### config.mk
export PLATFORM = sky130hd
export DESIGN_NAME = sprite_blitter
export DESIGN_NICKNAME = d
export VERILOG_FILES = /design/src/rtl/game_pkg.sv /design/src/rtl/sprite_blitter_rect_scanner.sv /design/src/rtl/sprite_blitter.sv
export SDC_FILE = /design/constraint.sdc
export NUM_CORES = 1
export LEC_CHECK = 0
export ABC_AREA = 1
export ABC_CLOCK_PERIOD_IN_PS = 5400
export BUFFER_PORTS_ARGS = -buffer_cell sky130_fd_sc_hd__buf_2
export CORE_ASPECT_RATIO = 1.1
export CORE_MARGIN = 3
export CORE_UTILIZATION = 59
export CTS_CLUSTER_DIAMETER = 80
export DETAILED_ROUTE_END_ITERATION = 10
export PLACE_DENSITY_LB_ADDON = 0.3
export RECOVER_POWER = 50
export SETUP_SLACK_MARGIN = 0.15
export SYNTH_ARGS = -nofsm -noshare
export SYNTH_HDL_FRONTEND = slang
export SYNTH_HIERARCHICAL = 1
export SYNTH_SLANG_ARGS = --single-unit
export TNS_END_PERCENT = 20
### constraint.sdc
create_clock -name clk -period 5.4 [get_ports clk]
set_clock_uncertainty 0.15 [all_clocks]
set_input_delay 0.54 -clock clk [delete_from_list [all_inputs] [get_ports clk]]
set_output_delay 0.54 -clock clk [all_outputs]
set_load 0.01 [all_outputs]
### src/rtl/game_pkg.sv
// Shared screen geometry, coordinate widths and blitter state encoding for the
// game-object datapaths and the sprite blitter.
package game_pkg;

    localparam int unsigned SCREEN_W = 160;
    localparam int unsigned SCREEN_H = 120;

    localparam int unsigned X_W = 8;
    localparam int unsigned Y_W = 7;
    localparam int unsigned C_W = 3;

    localparam logic [C_W-1:0] BG_COLOUR = 3'b000;

    typedef enum logic [1:0] {
        IDLE,
        ERASE,
        DRAW,
        DONE
    } blit_state_e;

endpackage

### src/rtl/sprite_blitter_rect_scanner.sv
// Column/row counter pair for one rectangle scan, plus base+offset adders that
// yield the coordinate of the pixel the counters will point at after this edge.
module rect_scanner
    import game_pkg::*;
#(
    parameter int unsigned DIM_W = 6
) (
    input  logic             clk,
    input  logic             reset,
    input  logic             clear,
    input  logic             advance,
    input  logic [DIM_W-1:0] w,
    input  logic [DIM_W-1:0] h,
    input  logic [X_W-1:0]   base_x,
    input  logic [Y_W-1:0]   base_y,
    output logic             last,
    output logic [X_W:0]     px,
    output logic [Y_W:0]     py
);

    logic [DIM_W-1:0] col_q, col_d;
    logic [DIM_W-1:0] row_q, row_d;

    always_comb begin
        col_d = col_q;
        row_d = row_q;
        if (clear) begin
            col_d = '0;
            row_d = '0;
        end else if (advance) begin
            if (col_q == w - DIM_W'(1)) begin
                col_d = '0;
                row_d = row_q + DIM_W'(1);
            end else begin
                col_d = col_q + DIM_W'(1);
            end
        end
        // Sums carry one extra bit so an off-screen result stays detectable.
        px = {1'b0, base_x} + (X_W+1)'(col_d);
        py = {1'b0, base_y} + (Y_W+1)'(row_d);
    end

    assign last = (col_q == w - DIM_W'(1)) && (row_q == h - DIM_W'(1));

    always_ff @(posedge clk) begin
        if (reset) begin
            col_q <= '0;
            row_q <= '0;
        end else begin
            col_q <= col_d;
            row_q <= row_d;
        end
    end

endmodule

### src/rtl/sprite_blitter.sv
// Rectangle draw/move requests -> single-pixel writes for the 160x120 VGA adapter.
// Optional build macro BLIT_CLIP_EN suppresses plots that fall off screen.
module sprite_blitter
    import game_pkg::*;
#(
    parameter int unsigned     DIM_W     = 6,
    parameter logic [C_W-1:0]  BG_COLOUR = game_pkg::BG_COLOUR
) (
    input  logic             clk,
    input  logic             reset,
    input  logic             req_valid,
    output logic             req_ready,
    input  logic [X_W-1:0]   req_x,
    input  logic [Y_W-1:0]   req_y,
    input  logic [DIM_W-1:0] req_w,
    input  logic [DIM_W-1:0] req_h,
    input  logic [C_W-1:0]   req_colour,
    input  logic             req_move,
    input  logic [X_W-1:0]   req_old_x,
    input  logic [Y_W-1:0]   req_old_y,
    output logic [X_W-1:0]   x,
    output logic [Y_W-1:0]   y,
    output logic [C_W-1:0]   colour,
    output logic             plot,
    input  logic             plot_ready,
    output logic             done
);

    blit_state_e      state_q, state_d;
    logic             ready_q, ready_d;
    logic             plot_q, plot_d;
    logic             done_q, done_d;
    logic [X_W-1:0]   x_q, x_d;
    logic [Y_W-1:0]   y_q, y_d;
    logic [C_W-1:0]   colour_q, colour_d;

    logic [X_W-1:0]   new_x_q, new_x_d;
    logic [Y_W-1:0]   new_y_q, new_y_d;
    logic [X_W-1:0]   old_x_q, old_x_d;
    logic [Y_W-1:0]   old_y_q, old_y_d;
    logic [DIM_W-1:0] w_q, w_d;
    logic [DIM_W-1:0] h_q, h_d;
    logic [C_W-1:0]   draw_colour_q, draw_colour_d;

    logic             accept;
    logic             slot_done;
    logic             scan_clear;
    logic             scan_adv;
    logic             scan_last;
    logic [X_W-1:0]   base_x;
    logic [Y_W-1:0]   base_y;
    logic [X_W:0]     px;
    logic [Y_W:0]     py;
    logic             in_range;

    assign accept = req_valid && ready_q;

    // Scanner control is kept apart from the output datapath so the adders'
    // result never feeds back into the signals that steer them.
    always_comb begin
        slot_done  = 1'b0;
        scan_clear = 1'b0;
        scan_adv   = 1'b0;
        base_x     = (state_q == ERASE) ? old_x_q : new_x_q;
        base_y     = (state_q == ERASE) ? old_y_q : new_y_q;
        case (state_q)
            IDLE: begin
                if (accept) begin
                    scan_clear = 1'b1;
                    base_x     = req_move ? req_old_x : req_x;
                    base_y     = req_move ? req_old_y : req_y;
                end
            end
            ERASE, DRAW: begin
                slot_done = !plot_q || plot_ready;
                if (slot_done) begin
                    if (scan_last) begin
                        scan_clear = 1'b1;
                        base_x     = new_x_q;
                        base_y     = new_y_q;
                    end else begin
                        scan_adv = 1'b1;
                    end
                end
            end
            default: ;
        endcase
    end

    rect_scanner #(
        .DIM_W (DIM_W)
    ) u_scanner (
        .clk     (clk),
        .reset   (reset),
        .clear   (scan_clear),
        .advance (scan_adv),
        .w       (w_q),
        .h       (h_q),
        .base_x  (base_x),
        .base_y  (base_y),
        .last    (scan_last),
        .px      (px),
        .py      (py)
    );

`ifdef BLIT_CLIP_EN
    assign in_range = (px < (X_W+1)'(SCREEN_W)) && (py < (Y_W+1)'(SCREEN_H));
`else
    logic unused_carry;
    assign unused_carry = px[X_W] ^ py[Y_W];
    assign in_range     = 1'b1;
`endif

    always_comb begin
        state_d       = state_q;
        ready_d       = ready_q;
        plot_d        = plot_q;
        done_d        = 1'b0;
        x_d           = x_q;
        y_d           = y_q;
        colour_d      = colour_q;
        new_x_d       = new_x_q;
        new_y_d       = new_y_q;
        old_x_d       = old_x_q;
        old_y_d       = old_y_q;
        w_d           = w_q;
        h_d           = h_q;
        draw_colour_d = draw_colour_q;

        case (state_q)
            IDLE: begin
                ready_d = 1'b1;
                plot_d  = 1'b0;
                if (accept) begin
                    new_x_d       = req_x;
                    new_y_d       = req_y;
                    old_x_d       = req_old_x;
                    old_y_d       = req_old_y;
                    w_d           = req_w;
                    h_d           = req_h;
                    draw_colour_d = req_colour;
                    ready_d       = 1'b0;
                    if ((req_w == '0) || (req_h == '0)) begin
                        state_d = DONE;
                        done_d  = 1'b1;
                    end else begin
                        state_d  = req_move ? ERASE : DRAW;
                        colour_d = req_move ? BG_COLOUR : req_colour;
                        x_d      = px[X_W-1:0];
                        y_d      = py[Y_W-1:0];
                        plot_d   = in_range;
                    end
                end
            end
            ERASE: begin
                if (slot_done) begin
                    if (scan_last) begin
                        state_d  = DRAW;
                        colour_d = draw_colour_q;
                    end
                    x_d    = px[X_W-1:0];
                    y_d    = py[Y_W-1:0];
                    plot_d = in_range;
                end
            end
            DRAW: begin
                if (slot_done) begin
                    if (scan_last) begin
                        state_d = DONE;
                        done_d  = 1'b1;
                        plot_d  = 1'b0;
                    end else begin
                        x_d    = px[X_W-1:0];
                        y_d    = py[Y_W-1:0];
                        plot_d = in_range;
                    end
                end
            end
            DONE: begin
                state_d = IDLE;
                ready_d = 1'b1;
                plot_d  = 1'b0;
            end
            default: state_d = IDLE;
        endcase
    end

    always_ff @(posedge clk) begin
        if (reset) begin
            state_q       <= IDLE;
            ready_q       <= 1'b1;
            plot_q        <= 1'b0;
            done_q        <= 1'b0;
            x_q           <= '0;
            y_q           <= '0;
            colour_q      <= '0;
            new_x_q       <= '0;
            new_y_q       <= '0;
            old_x_q       <= '0;
            old_y_q       <= '0;
            w_q           <= '0;
            h_q           <= '0;
            draw_colour_q <= '0;
        end else begin
            state_q       <= state_d;
            ready_q       <= ready_d;
            plot_q        <= plot_d;
            done_q        <= done_d;
            x_q           <= x_d;
            y_q           <= y_d;
            colour_q      <= colour_d;
            new_x_q       <= new_x_d;
            new_y_q       <= new_y_d;
            old_x_q       <= old_x_d;
            old_y_q       <= old_y_d;
            w_q           <= w_d;
            h_q           <= h_d;
            draw_colour_q <= draw_colour_d;
        end
    end

    assign req_ready = ready_q;
    assign plot      = plot_q;
    assign done      = done_q;
    assign x         = x_q;
    assign y         = y_q;
    assign colour    = colour_q;

endmodule

Word level (Yosys, flattened, before mapping). Cells that the tools add are included.

Flip-flop bits (word level): 80. Bits of input ports: 50. Output and inout bits: 21. Word-level logic and storage cells: 114.

$add $sub $neg: 6. Eq/ne operators: 12. Mux-type cells: 63. Reduce and logical (&&, ||, !) cells: 17.

Operators by type and width (number): two-way mux 8 bit (10); two-way mux 7 bit (10); two-way mux 6 bit (6); case mux 8 bit (3 select lines) (1); case mux 7 bit (3 select lines) (1); case mux 8 bit (2 select lines) (1); two-way mux 1 bit (15); two-way mux 3 bit (5); two-way mux 2 bit (7); != test 2 bit, second input constant (7); case mux 7 bit (2 select lines) (1); adder 6 x 1 -> 6 bit, second input constant (2); equality test 6 bit (2); logical NOT 6 bit (2); subtractor 6 x 1 -> 6 bit, second input constant (2); AND reduction 5 bit (2); adder 8 x 6 -> 8 bit (1); case mux 2 bit (4 select lines) (1); adder 7 x 6 -> 7 bit (1); case mux 1 bit (2 select lines) (3); case mux 3 bit (2 select lines) (1); AND reduction 6 bit (1); equality test 2 bit, second input constant (2); case mux 1 bit (4 select lines) (1); 9 further kinds (13).

Depth between registers and ports, before layout.
Depth in word-level cells: 12. Depth in mapped cells: 33. Gate-level depth less buffers: 32.

Cells and area by module. The synthesis kept the hierarchy.

By module, submodules not included: sprite_blitter (times used 1, cells an instance 571, area each 3721.1 um^2, seq. area each 1361.3 um^2); rect_scanner (times used 1, cells an instance 267, area each 1705.4 um^2, seq. area each 240.2 um^2).

Worst setup path before layout. No wires, ideal clock.

Path type: reg2reg. From: register w_q[1]. To: register x_q[6], in the netlist x[6]. Setup time: 0.064 ns. Arrival: 3.741 ns. Data required time: 5.186 ns. Setup slack: 1.445 ns. Cell stages (with the launch flop): 30. Buffers on the path: 2. Clock period less this slack: 3.955 ns. Cell sequence: dfxtp_1 > inv_1 > ha_1 > inv_1 > nand2_1 > nand2_1 > nor2_4 > nand2_1 > nor2_4 > nand3_4 > nor2_1 > nand2_1 > buf_2 > buf_2 > nand2_1 > nand3_1 > o21ai_1 > nand2_1 > nand2_1 > ha_1 > inv_1 > fa_1 > o21ai_0 > a21oi_1 > o21ai_0 > xor2_1 > inv_1 > nand3_1 > nand2_1 > nor2_1.

RTL lines: start, declared (RTL line sprite_blitter.sv:41) `logic [DIM_W-1:0] w_q, w_d;`; start signal, assigned (RTL line sprite_blitter.sv:216) `w_q <= w_d;`; subtractor 6 x 1 -> 6 bit (*) (RTL line sprite_blitter_rect_scanner.sv:43) `assign last = (col_q == w - DIM_W'(1)) && (row_q == h - DIM_W'(1));`; equality test 6 bit (*) (RTL line sprite_blitter_rect_scanner.sv:43); logical AND 1 bit (*) (RTL line sprite_blitter_rect_scanner.sv:43); via scan_last (RTL line sprite_blitter.sv:49) `logic scan_last;`; two-way mux 8 bit (*) (RTL line sprite_blitter.sv:77) `if (scan_last) begin`; two-way mux 8 bit (*) (RTL line sprite_blitter.sv:76) `if (slot_done) begin`; case mux 8 bit (2 select lines) (*) (RTL line sprite_blitter.sv:66) `case (state_q)`; via base_x[0] (RTL line sprite_blitter.sv:50) `logic [X_W-1:0] base_x;`; adder 8 x 6 -> 8 bit (*) (RTL line sprite_blitter_rect_scanner.sv:39) `px = {1'b0, base_x} + (X_W+1)'(col_d);`; via px[6] (RTL line sprite_blitter.sv:52) `logic [X_W:0] px;`; two-way mux 8 bit, on equally long branches (RTL line sprite_blitter.sv:168, sprite_blitter.sv:143); two-way mux 8 bit, on equally long branches (RTL line sprite_blitter.sv:167, sprite_blitter.sv:134); case mux 8 bit (3 select lines) (*) (RTL line sprite_blitter.sv:130) `case (state_q)`; end signal, assigned (RTL line sprite_blitter.sv:194) `x_q <= '0;`; end signal, assigned (RTL line sprite_blitter.sv:209) `x_q <= x_d;`; end, declared (RTL line sprite_blitter.sv:33) `logic [X_W-1:0] x_q, x_d;`.

Mark *: on every way through the listed nets, which the timed path passes. The rest lies on a longest branch. The select of a mux whose other input is x is not followed. A chain may end at the register's enable or synchronous reset.

Worst setup path after layout.
From: register h_q[0]. To: register x_q[6], in the netlist x[6].

RTL lines: start, declared (RTL line sprite_blitter.sv:42) `logic [DIM_W-1:0] h_q, h_d;`; start signal, assigned (RTL line sprite_blitter.sv:202) `h_q <= '0;`; start signal, assigned (RTL line sprite_blitter.sv:217) `h_q <= h_d;`; subtractor 6 x 1 -> 6 bit (*) (RTL line sprite_blitter_rect_scanner.sv:43); equality test 6 bit (*) (RTL line sprite_blitter_rect_scanner.sv:43); logical AND 1 bit (*) (RTL line sprite_blitter_rect_scanner.sv:43); via scan_last (RTL line sprite_blitter.sv:49); two-way mux 1 bit (*) (RTL line sprite_blitter.sv:77); two-way mux 1 bit (*) (RTL line sprite_blitter.sv:76); case mux 1 bit (2 select lines) (*) (RTL line sprite_blitter.sv:66); via scan_clear (RTL line sprite_blitter.sv:47) `logic scan_clear;`; two-way mux 6 bit (*) (RTL line sprite_blitter_rect_scanner.sv:27) `if (clear) begin`; via u_scanner.col_d[0] (RTL line sprite_blitter_rect_scanner.sv:21) `logic [DIM_W-1:0] col_q, col_d;`; adder 8 x 6 -> 8 bit (*) (RTL line sprite_blitter_rect_scanner.sv:39); via px[6] (RTL line sprite_blitter.sv:52); two-way mux 8 bit, on equally long branches (RTL line sprite_blitter.sv:168, sprite_blitter.sv:143); two-way mux 8 bit, on equally long branches (RTL line sprite_blitter.sv:167, sprite_blitter.sv:134); case mux 8 bit (3 select lines) (*) (RTL line sprite_blitter.sv:130).

Marks and branches as above.

==> results.md <==
* DRT iter0 DRCs at 308
* Endpoints failing setup at 0
* Die footprint at roughly 0.010 sq mm
* Post-route ant nets at 0
* FF+latch area at roughly 0.0016 sq mm
* CTS Buf Count at 9
* Crit Path Category: reg -> reg
* CP Data Required Time at 5.56 ns
* Final Hold Fails at 0
* DR vias at roughly 5300
* Final cell count without fillers at ~1000
* Synthesis Warnings at 6
* H-Tree Depth at 3
* Syn avg cell area at roughly 6.5 sq um
* Routability cong. at roughly 0.93
* Clk sink count at 80
* Crit end category: flip-flop
* Worst Tran Pin Value at around 1.1 ns
* Worst skew pair latency at 0.36 ns
* Std cell rows at 36
* Post-Syn Instances at approximately 830
* Total Power at about 0.0031 W
* Synthesized area at approximately 0.0054 sq mm
* Placed cells at 986
* TNS Setup at 0 ns
* Final hold slack at roughly 0.26 ns
* DRT Pass-1 Iters at 6
* Most frequent cells in the layout: nand2_1, inv_1, nor2_1, dfxtp_1, nand3_1
* Worst Path Max Fanout at 20
* Avg WL per Cell at around 13 um
* Cell repeated most along the worst path: inv_1
* Root buffer selected by CTS: clkbuf_8
* DRC viols at 0
* Max Buffers Root-to-Sink at 2
* Initial Util at 60.94%
* CP arrival at about 4.9 ns
* Hold crit path type: in -> reg
* Vias in the first global route at between 5000 and 6000
* I/O Pins at a little over 70
* Max incr delay on CP at roughly 0.43 ns
* Layout Utilization at approximately two thirds
* Max Freq at approximately 210 MHz
* PortBufs at 70
* Worst-path clk slew at 0.08 ns
* Die Wd at between 90 and 100 um
* Largest net degree at the start of global routing at 65
* Pwr dens at 519.8 mW/mm^2
* WL final at roughly 13000 um
* Layout Nets at 958
* Std-Cell Core Area at approximately 0.0089 sq mm
* Peak VDD IR at roughly 0.00024 V
* Diodes inserted at 0
* Share of cells above drive strength 1 at approximately 12%
* Gr usage total at roughly a quarter
* Pleak at roughly 3 nW
* Period utilisation layout at between 80% and 90%
* Fillcell total at approximately 800
* Fin. max-slew vios at 0
* Initial antenna violation count at 0
* CTS tree: built
* RSZ-0062 raised after global routing: no
* Startpoint types: flip-flop
* Slew headroom at between 20% and 30%
* Syn Nets at approximately 910
* Multi-input gate area at 0.003172 sq mm
* Worst path slowest cell: fa_1
* Area grow syn2layout at 9.278%
* Max cap viols at 0
* Minimum clock period at between 4 and 5 ns
* Average vias per placed instance at approximately 5.3
* Grt ovf at 0
* DP HPWL at a little under 10000 um
* Most common cell after layout, fill and taps aside: nand2_1
* Die H at 106.4 um
* Status: complete, no violations
* First-pass GRT wire length at approximately 22000 um
-- routing by layer --
metal / wire, um / up-vias / GRT usage (%)
li1: - / 2733 / -
met5: 0 / - / 0
met1: 5568 / 2427 / 30.70
met4: 333 / 0 / 11.28
met3: 685 / 29 / 4.462
met2: 6571 / 151 / 45.86
-- flip-flops by register name, summed over array words and instances (netlist names), 2 cells and up --
register         cells
colour               3
old_x_q              8
x                    8
h_q                  6
w_q                  6
y                    7
u_scanner/row_q      6
new_x_q              8
u_scanner/col_q      6
draw_colour_q        3
new_y_q              7
old_y_q              7
state_q              2
-- power breakdown --
group | internal [W] | switching, W | leakage (nW) | total, W
Sequential | 0.000773 | 0.000114 | 0.659 | 0.000886
Combinational | 0.000610 | 0.00117 | 2.29 | 0.00178
Clock | 0.000178 | 0.000230 | 0.0813 | 0.000408
Total | 0.00156 | 0.00151 | 3.03 | 0.00307
-- worst max-delay path, delay by kind of cell (launching register included) --
kind	cells	cell delay (ns)
AOI/OAI and AO/OA	4	0.81
xor gates and xnor gates	2	0.35
adders and majority gates	3	0.79
buffers and inverters	8	1.00
DFF	1	0.33
and+or+nand+nor	11	1.19
-- repair_timing --
item | CTS | global route
setup buffers | 0 | 2
hold buffers | 0 | 0
gates resized for setup | 0 | 1
endpoints found under the setup margin | 0 | 1
-- final cells by class --
type | instances | area share [%]
Tap cell | 114 | 2.414
Multi-Input combinational cell | 599 | 53.67
Timing Repair Buffer | 77 | 6.310
Sequential cell | 80 | 27.10
Clock buffer | 11 | 2.393
Clock inverter | 5 | 0.5505
Inverter | 118 | 7.559
-- stage by stage --
step | setup slack, ns | instance area, sq um
2_1_floorplan | 1.502 | 5408
3_3_place_gp | 0.9697 | 5754
3_5_place_dp | 0.7268 | 5754
4_1_cts | 0.6891 | 5928
5_1_grt | 0.3191 | 5909
6_report | 0.6958 | 5909
-- path summary, 6_finish.rpt --
path / endpoint / slack, ns / depth (start not counted) / startpoint
hold / removal: old_x_q[1] / 0.26 / 3 / req_old_x[1]
setup reg to reg: x[6] / 0.70 / 28 / h_q[0]
hold reg to reg: draw_colour_q[2] / 0.30 / 2 / draw_colour_q[2]
setup / recovery: x[6] / 0.70 / 28 / h_q[0]
Note: power is estimated with default switching activity, not from simulation.
